### config.mk
export PLATFORM = sky130hd
export DESIGN_NAME = apb_rw_arbiter
export DESIGN_NICKNAME = d
export VERILOG_FILES = /design/src/rtl/apb_rw_arbiter.sv
export SDC_FILE = /design/constraint.sdc
export NUM_CORES = 1
export LEC_CHECK = 0
export BUFFER_PORTS_ARGS = -buffer_cell sky130_fd_sc_hd__buf_2
export CAP_MARGIN = 10
export CELL_PAD_IN_SITES_DETAIL_PLACEMENT = 1
export CELL_PAD_IN_SITES_GLOBAL_PLACEMENT = 1
export CORE_ASPECT_RATIO = 1.4
export CORE_MARGIN = 8
export CORE_UTILIZATION = 33
export DETAILED_ROUTE_END_ITERATION = 12
export PLACE_DENSITY = 0.92
export SYNTH_ARGS = -nofsm -noshare
export SYNTH_HDL_FRONTEND = slang
export SYNTH_SLANG_ARGS = --single-unit
### constraint.sdc
create_clock -name clk -period 3.7 [get_ports clk]
set_input_delay 0.185 -clock clk [delete_from_list [all_inputs] [get_ports clk]]
set_output_delay 0.185 -clock clk [all_outputs]
set_load 0.1 [all_outputs]
### src/rtl/apb_rw_arbiter.sv
`default_nettype none
// ============================================================================
//  Module   : apb_rw_arbiter
//  Purpose  : Shares one APB transactor between the AXI4-Lite write and read
//             paths. Accepts one request at a time, round-robin on a tie,
//             issues it as a transactor command and routes the completion
//             back to the side that asked for it.
//  Revision : 1.0 - initial release
// ============================================================================
module apb_rw_arbiter #(
   parameter int dataWidth = 32,
   parameter int addrWidth = 32
) (
   input  logic                     clk,
   input  logic                     rst,

   // write request / completion
   input  logic                     wr_valid,
   output logic                     wr_ready,
   input  logic [addrWidth-1:0]     wr_addr,
   input  logic [dataWidth-1:0]     wr_data,
   input  logic [dataWidth/8-1:0]   wr_strb,
   input  logic [2:0]               wr_prot,
   output logic                     wr_resp_valid,
   input  logic                     wr_resp_ready,
   output logic                     wr_resp_err,

   // read request / completion
   input  logic                     rd_valid,
   output logic                     rd_ready,
   input  logic [addrWidth-1:0]     rd_addr,
   input  logic [2:0]               rd_prot,
   output logic                     rd_resp_valid,
   input  logic                     rd_resp_ready,
   output logic [dataWidth-1:0]     rd_resp_data,
   output logic                     rd_resp_err,

   // command to the APB transactor
   output logic                     cmd_valid,
   input  logic                     cmd_ready,
   output logic                     cmd_write,
   output logic [addrWidth-1:0]     cmd_addr,
   output logic [dataWidth-1:0]     cmd_wdata,
   output logic [dataWidth/8-1:0]   cmd_strb,
   output logic [2:0]               cmd_prot,

   // completion from the APB transactor
   input  logic                     rsp_valid,
   input  logic [dataWidth-1:0]     rsp_rdata,
   input  logic                     rsp_slverr
);

   localparam int   c_STRB_W   = dataWidth / 8;
   localparam logic c_GRANT_RD = 1'b0;
   localparam logic c_GRANT_WR = 1'b1;

   typedef enum logic [1:0] {
      S_IDLE     = 2'd0,
      S_ISSUE    = 2'd1,
      S_WAIT_RSP = 2'd2,
      S_RESP     = 2'd3
   } state_t;

   state_t                 r_state;
   logic                   r_last_grant;

   logic                   r_cmd_valid;
   logic                   r_cmd_write;
   logic [addrWidth-1:0]   r_cmd_addr;
   logic [dataWidth-1:0]   r_cmd_wdata;
   logic [c_STRB_W-1:0]    r_cmd_strb;
   logic [2:0]             r_cmd_prot;

   logic                   r_wr_resp_valid;
   logic                   r_wr_resp_err;
   logic                   r_rd_resp_valid;
   logic [dataWidth-1:0]   r_rd_resp_data;
   logic                   r_rd_resp_err;

   logic                   w_idle;
   logic                   w_grant_wr;
   logic                   w_grant_rd;
   logic                   w_resp_hs;

   // Arbitration: a lone request wins outright; on a tie the side that was
   // not granted last time wins. Readies are gated by reset so nothing is
   // accepted while the block is being cleared.
   assign w_idle     = (r_state == S_IDLE) && !rst;
   assign w_grant_wr = w_idle && wr_valid && (!rd_valid || (r_last_grant == c_GRANT_RD));
   assign w_grant_rd = w_idle && rd_valid && (!wr_valid || (r_last_grant == c_GRANT_WR));

   // Only the side that is currently being answered can close the response.
   assign w_resp_hs  = (r_wr_resp_valid && wr_resp_ready) ||
                       (r_rd_resp_valid && rd_resp_ready);

   assign wr_ready      = w_grant_wr;
   assign rd_ready      = w_grant_rd;

   assign cmd_valid     = r_cmd_valid;
   assign cmd_write     = r_cmd_write;
   assign cmd_addr      = r_cmd_addr;
   assign cmd_wdata     = r_cmd_wdata;
   assign cmd_strb      = r_cmd_strb;
   assign cmd_prot      = r_cmd_prot;

   assign wr_resp_valid = r_wr_resp_valid;
   assign wr_resp_err   = r_wr_resp_err;
   assign rd_resp_valid = r_rd_resp_valid;
   assign rd_resp_data  = r_rd_resp_data;
   assign rd_resp_err   = r_rd_resp_err;

   // Transaction FSM with all command/response outputs registered; one
   // transaction is in flight from acceptance until its response handshake.
   always_ff @(posedge clk) begin
      if (rst) begin
         r_state         <= S_IDLE;
         r_last_grant    <= c_GRANT_RD;
         r_cmd_valid     <= 1'b0;
         r_cmd_write     <= 1'b0;
         r_cmd_addr      <= '0;
         r_cmd_wdata     <= '0;
         r_cmd_strb      <= '0;
         r_cmd_prot      <= '0;
         r_wr_resp_valid <= 1'b0;
         r_wr_resp_err   <= 1'b0;
         r_rd_resp_valid <= 1'b0;
         r_rd_resp_data  <= '0;
         r_rd_resp_err   <= 1'b0;
      end else begin
         case (r_state)
            S_IDLE: begin
               if (w_grant_wr || w_grant_rd) begin
                  r_state      <= S_ISSUE;
                  r_cmd_valid  <= 1'b1;
                  r_cmd_write  <= w_grant_wr;
                  r_last_grant <= w_grant_wr ? c_GRANT_WR : c_GRANT_RD;
                  if (w_grant_wr) begin
                     r_cmd_addr  <= wr_addr;
                     r_cmd_wdata <= wr_data;
                     r_cmd_strb  <= wr_strb;
                     r_cmd_prot  <= wr_prot;
                  end else begin
                     // reads carry no payload towards the transactor
                     r_cmd_addr  <= rd_addr;
                     r_cmd_wdata <= '0;
                     r_cmd_strb  <= '0;
                     r_cmd_prot  <= rd_prot;
                  end
               end
            end

            S_ISSUE: begin
               if (cmd_ready) begin
                  r_cmd_valid <= 1'b0;
                  r_state     <= S_WAIT_RSP;
               end
            end

            S_WAIT_RSP: begin
               if (rsp_valid) begin
                  r_state <= S_RESP;
                  if (r_cmd_write) begin
                     r_wr_resp_valid <= 1'b1;
                     r_wr_resp_err   <= rsp_slverr;
                  end else begin
                     r_rd_resp_valid <= 1'b1;
                     r_rd_resp_err   <= rsp_slverr;
                     r_rd_resp_data  <= rsp_rdata;
                  end
               end
            end

            S_RESP: begin
               if (w_resp_hs) begin
                  r_wr_resp_valid <= 1'b0;
                  r_rd_resp_valid <= 1'b0;
                  r_state         <= S_IDLE;
               end
            end

            default: begin
               r_state <= S_IDLE;
            end
         endcase
      end
   end

endmodule
`default_nettype wire

==> key figures <==
Power and ir drop
  • Sw Pwr: 2600 uW
  • Leak pwr: 0.00283 uW
  • PwrDens: 806 nW/um^2
  • Clock power frac: 0.195
  • Pint: 2340 uW
  • Seq pwr share: 0.304
  • Net Sw Frac: 0.527
  • Gate power share: 0.501
  • IR drop worst, VDD: 0.334 mV

Detailed routing
  • Starting DRT DRC Count: 234
  • Detailed Routing Iterations Pass 1: 5
  • Wire per inst: 16.9 um
  • DR vias: 4,538
  • Post-Route WL: 15,800 um
  • DRC Markers: 0
  • Mean number of vias per cell: 4.85
  • Antenna Nets Post-Route: 0

Outcome
  • Outcome: finished, final reports clean

CTS
  • # resized after CTS: 0
  • Worst-Skew Late Latency: 0.35 ns
  • H-tree lvl count: 3
  • Clock edge transition at the registers on the reported setup and hold paths: 0.09 ns
  • Number of setup buffers added after CTS: 0
  • CTS tree: built
  • Clock net sink count: 111
  • Clk buf depth: 2
  • TritonCTS buffer count: 9
  • Clock Tree Root: clkbuf_16
  • CTS Hold Buffers Added: 0

Final layout
  • Area grow syn2layout: 37.5%
  • Layout cell share with drive strength beyond 1: 0.422
  • Net count, final: 897
  • Post-Route Utilization: 0.462
  • Fill count: 1,703
  • Cell area after layout: 6130 um^2

Die
  • Die area: 17,500 um^2
  • Die Width: 114 um
  • Initial core utilization: 0.336
  • Die H: 153 um
  • Ports: 258
  • Core ar.: 13,300 um^2
  • Floorplan row count: 50

Placed design
  • HPWL Detailed: 11,900 um
  • PortBufs: 257
  • GP Congestion: 0.774
  • Dpl cell area: 5820 um^2
  • Pre-CTS WS: 1.16 ns

Logic synthesis
  • Yosys top cell by area: dfxtp_1
  • Sequential share of the synthesized area: 0.499
  • Synth Cell Area: 4460 um^2
  • Post-synthesis net count: 665
  • Syn_area_per_cell: 8.67 um^2
  • YS warnings: 0
  • Share of the synthesized area in the top cell type: 0.499
  • Top cells by area, synth: dfxtp_1 50%, nand2_1 12%, a311oi_2 10%
  • Mapped Cells: 514
  • Yosys cell types: 31
  • Synthesized flop and latch total: 111

STA
  • Pins Over Slew Limit: 0
  • Final setup margin: 1.00 ns
  • Hold Fails Final Rpt: 0
  • Min cycle time layout: 2.70 ns
  • Final period util: 0.729
  • Fmax: 371 MHz
  • Final Skew: 0.0139 ns
  • Final hold slack: 0.0657 ns
  • Unrepaired setup endpoints after global routing: false
  • Worst Tran Pin Value: 0.903 ns
  • Setup TNS Final: 0 ns
  • Final setup vio count: 0
  • Max-slew headroom: 0.397

Setup path
  • Arr. time, crit path: 2.51 ns
  • Worst EP required: 3.51 ns
  • Crit path cell chain: inv_1 > ha_1 > and2b_4 > nand3_4 > clkinv_2 > buf_2
  • Crit-path slowest cell: buf_2
  • Critical path class: reg -> out
  • Setup crit start kind: flop
  • Crit-path max FO: 36
  • CP Capture Type: output pin
  • Slowest stage delay, CP: 0.49 ns

Flow run
  • Max-cap violation count: 0

Global route
  • GRT Util Overall: 0.172
  • Grt ovf: 0
  • Largest net degree at the start of global routing: 71
  • First-pass GRT wire length: 24,200 um
  • Number of global-route vias before repair: 4,697
  • Initial antenna violation count: 1

Min path
  • HP Class: in -> reg
## kinds of logic after synthesis
group,share of synthesized area
buffers and inverters,0.0503
AND/OR/NAND/NOR,0.204
adder cells (fa/ha/maj),0.0112
flip-flops,0.499
multiplexers,0.00225
AO/OA/AOI/OAI,0.234
## state kept, by name (all words and copies together), names as in the netlist
| signal | flops |
|---|---|
| cmd_addr | 32 |
| cmd_prot | 3 |
| cmd_strb | 4 |
| cmd_valid | 1 |
| cmd_wdata | 32 |
| r_last_grant | 1 |
| r_state | 2 |
| rd_resp_data | 32 |
| rd_resp_err | 1 |
| rd_resp_valid | 1 |
| wr_resp_err | 1 |
| wr_resp_valid | 1 |
## power by group through the flow
stage	clock network, uW	logic [uW]	registers, uW
2_1_floorplan	0	727	2860
3_3_place_gp	0	2450	1520
3_5_place_dp	0	2490	1530
4_1_cts	998	2500	1500
5_1_grt	1040	2590	1530
6_report	964	2470	1500
## placed cells by master, fill, tap and decap left out, types with 2 or more instances in the layout
cell type | netlist | layout
inv_1 | 3 | 3
diode_2 | 0 | 2
clkbuf_16 | 0 | 9
buf_2 | 21 | 256
nand2_1 | 145 | 145
nand3_1 | 2 | 2
a31oi_1 | 2 | 2
a21oi_1 | 37 | 37
clkinv_2 | 1 | 2
o21ai_0 | 3 | 3
a311oi_2 | 30 | 30
a22oi_1 | 36 | 36
ha_1 | 4 | 4
nor2_1 | 76 | 75
inv_6 | 0 | 4
dfxtp_1 | 111 | 111
buf_4 | 6 | 7
a311oi_1 | 7 | 7
clkinv_8 | 0 | 2
## final cells by class
type,instances,area [um^2],share of cell area
Inverter,4,16.3,0.00266
Timing Repair Buffer,263,1330,0.218
Tap cell,182,228,0.0372
Clock buffer,9,225,0.0368
Clock inverter,7,72.6,0.0118
Sequential cell,111,2220,0.363
Antenna cell,2,5.00,0.000817
Multi-Input combinational cell,357,2020,0.330
## worst max-delay path: cells and delay by family, from the launching register on
| kind | cells | cell delay [ns] |
|---|---|---|
| adder cells (fa/ha/maj) | 1 | 0.27 |
| AND/OR/NAND/NOR | 2 | 0.57 |
| buffers and inverters | 3 | 0.97 |
| flip-flops | 1 | 0.34 |
## final timing paths
check	slack (ns)	cells past startpoint	start	endpoint
worst max-delay path	1.00	6	r_state[0]	wr_ready
worst min-delay path	0.07	3	rsp_rdata[20]	rd_resp_data[20]
worst max register to register	1.19	8	r_state[0]	cmd_addr[16]
worst min register to register	0.45	2	rd_resp_data[11]	rd_resp_data[11]
## cell usage after synthesis, drive strengths merged
cell and count:
mux2i 1, nor2b 2, a21boi 1, dfxtp 111
nand2 145, or2 1, ha 4, a21oi 37
o21bai 1, a31oi 2, o21ba 1, inv 3
a221oi 1, nor2 76, o21ai 4, and3 1
a311oi 37, and2b 1, clkinv 1, and4 1
nand2b 1, clkbuf 15, a22oi 36, nand3 3
buf 27, o311ai 1
## per-layer routing
layer  GRT usage  vias to the layer above  routed length (um)
met1       0.178                     2131                6080
met2       0.312                      160                8320
met3      0.0461                       26                 946
li1            -                     2221                   -
met5           0                        -                   0
met4      0.0764                        0                 447
## through the flow
step	total power (uW)	instances
after floorplan	3590	514
after global placement	3970	917
after detailed placement	4020	917
after CTS	5000	933
after global routing	5160	934
final	4940	935
(Power assumes the default switching activity.)
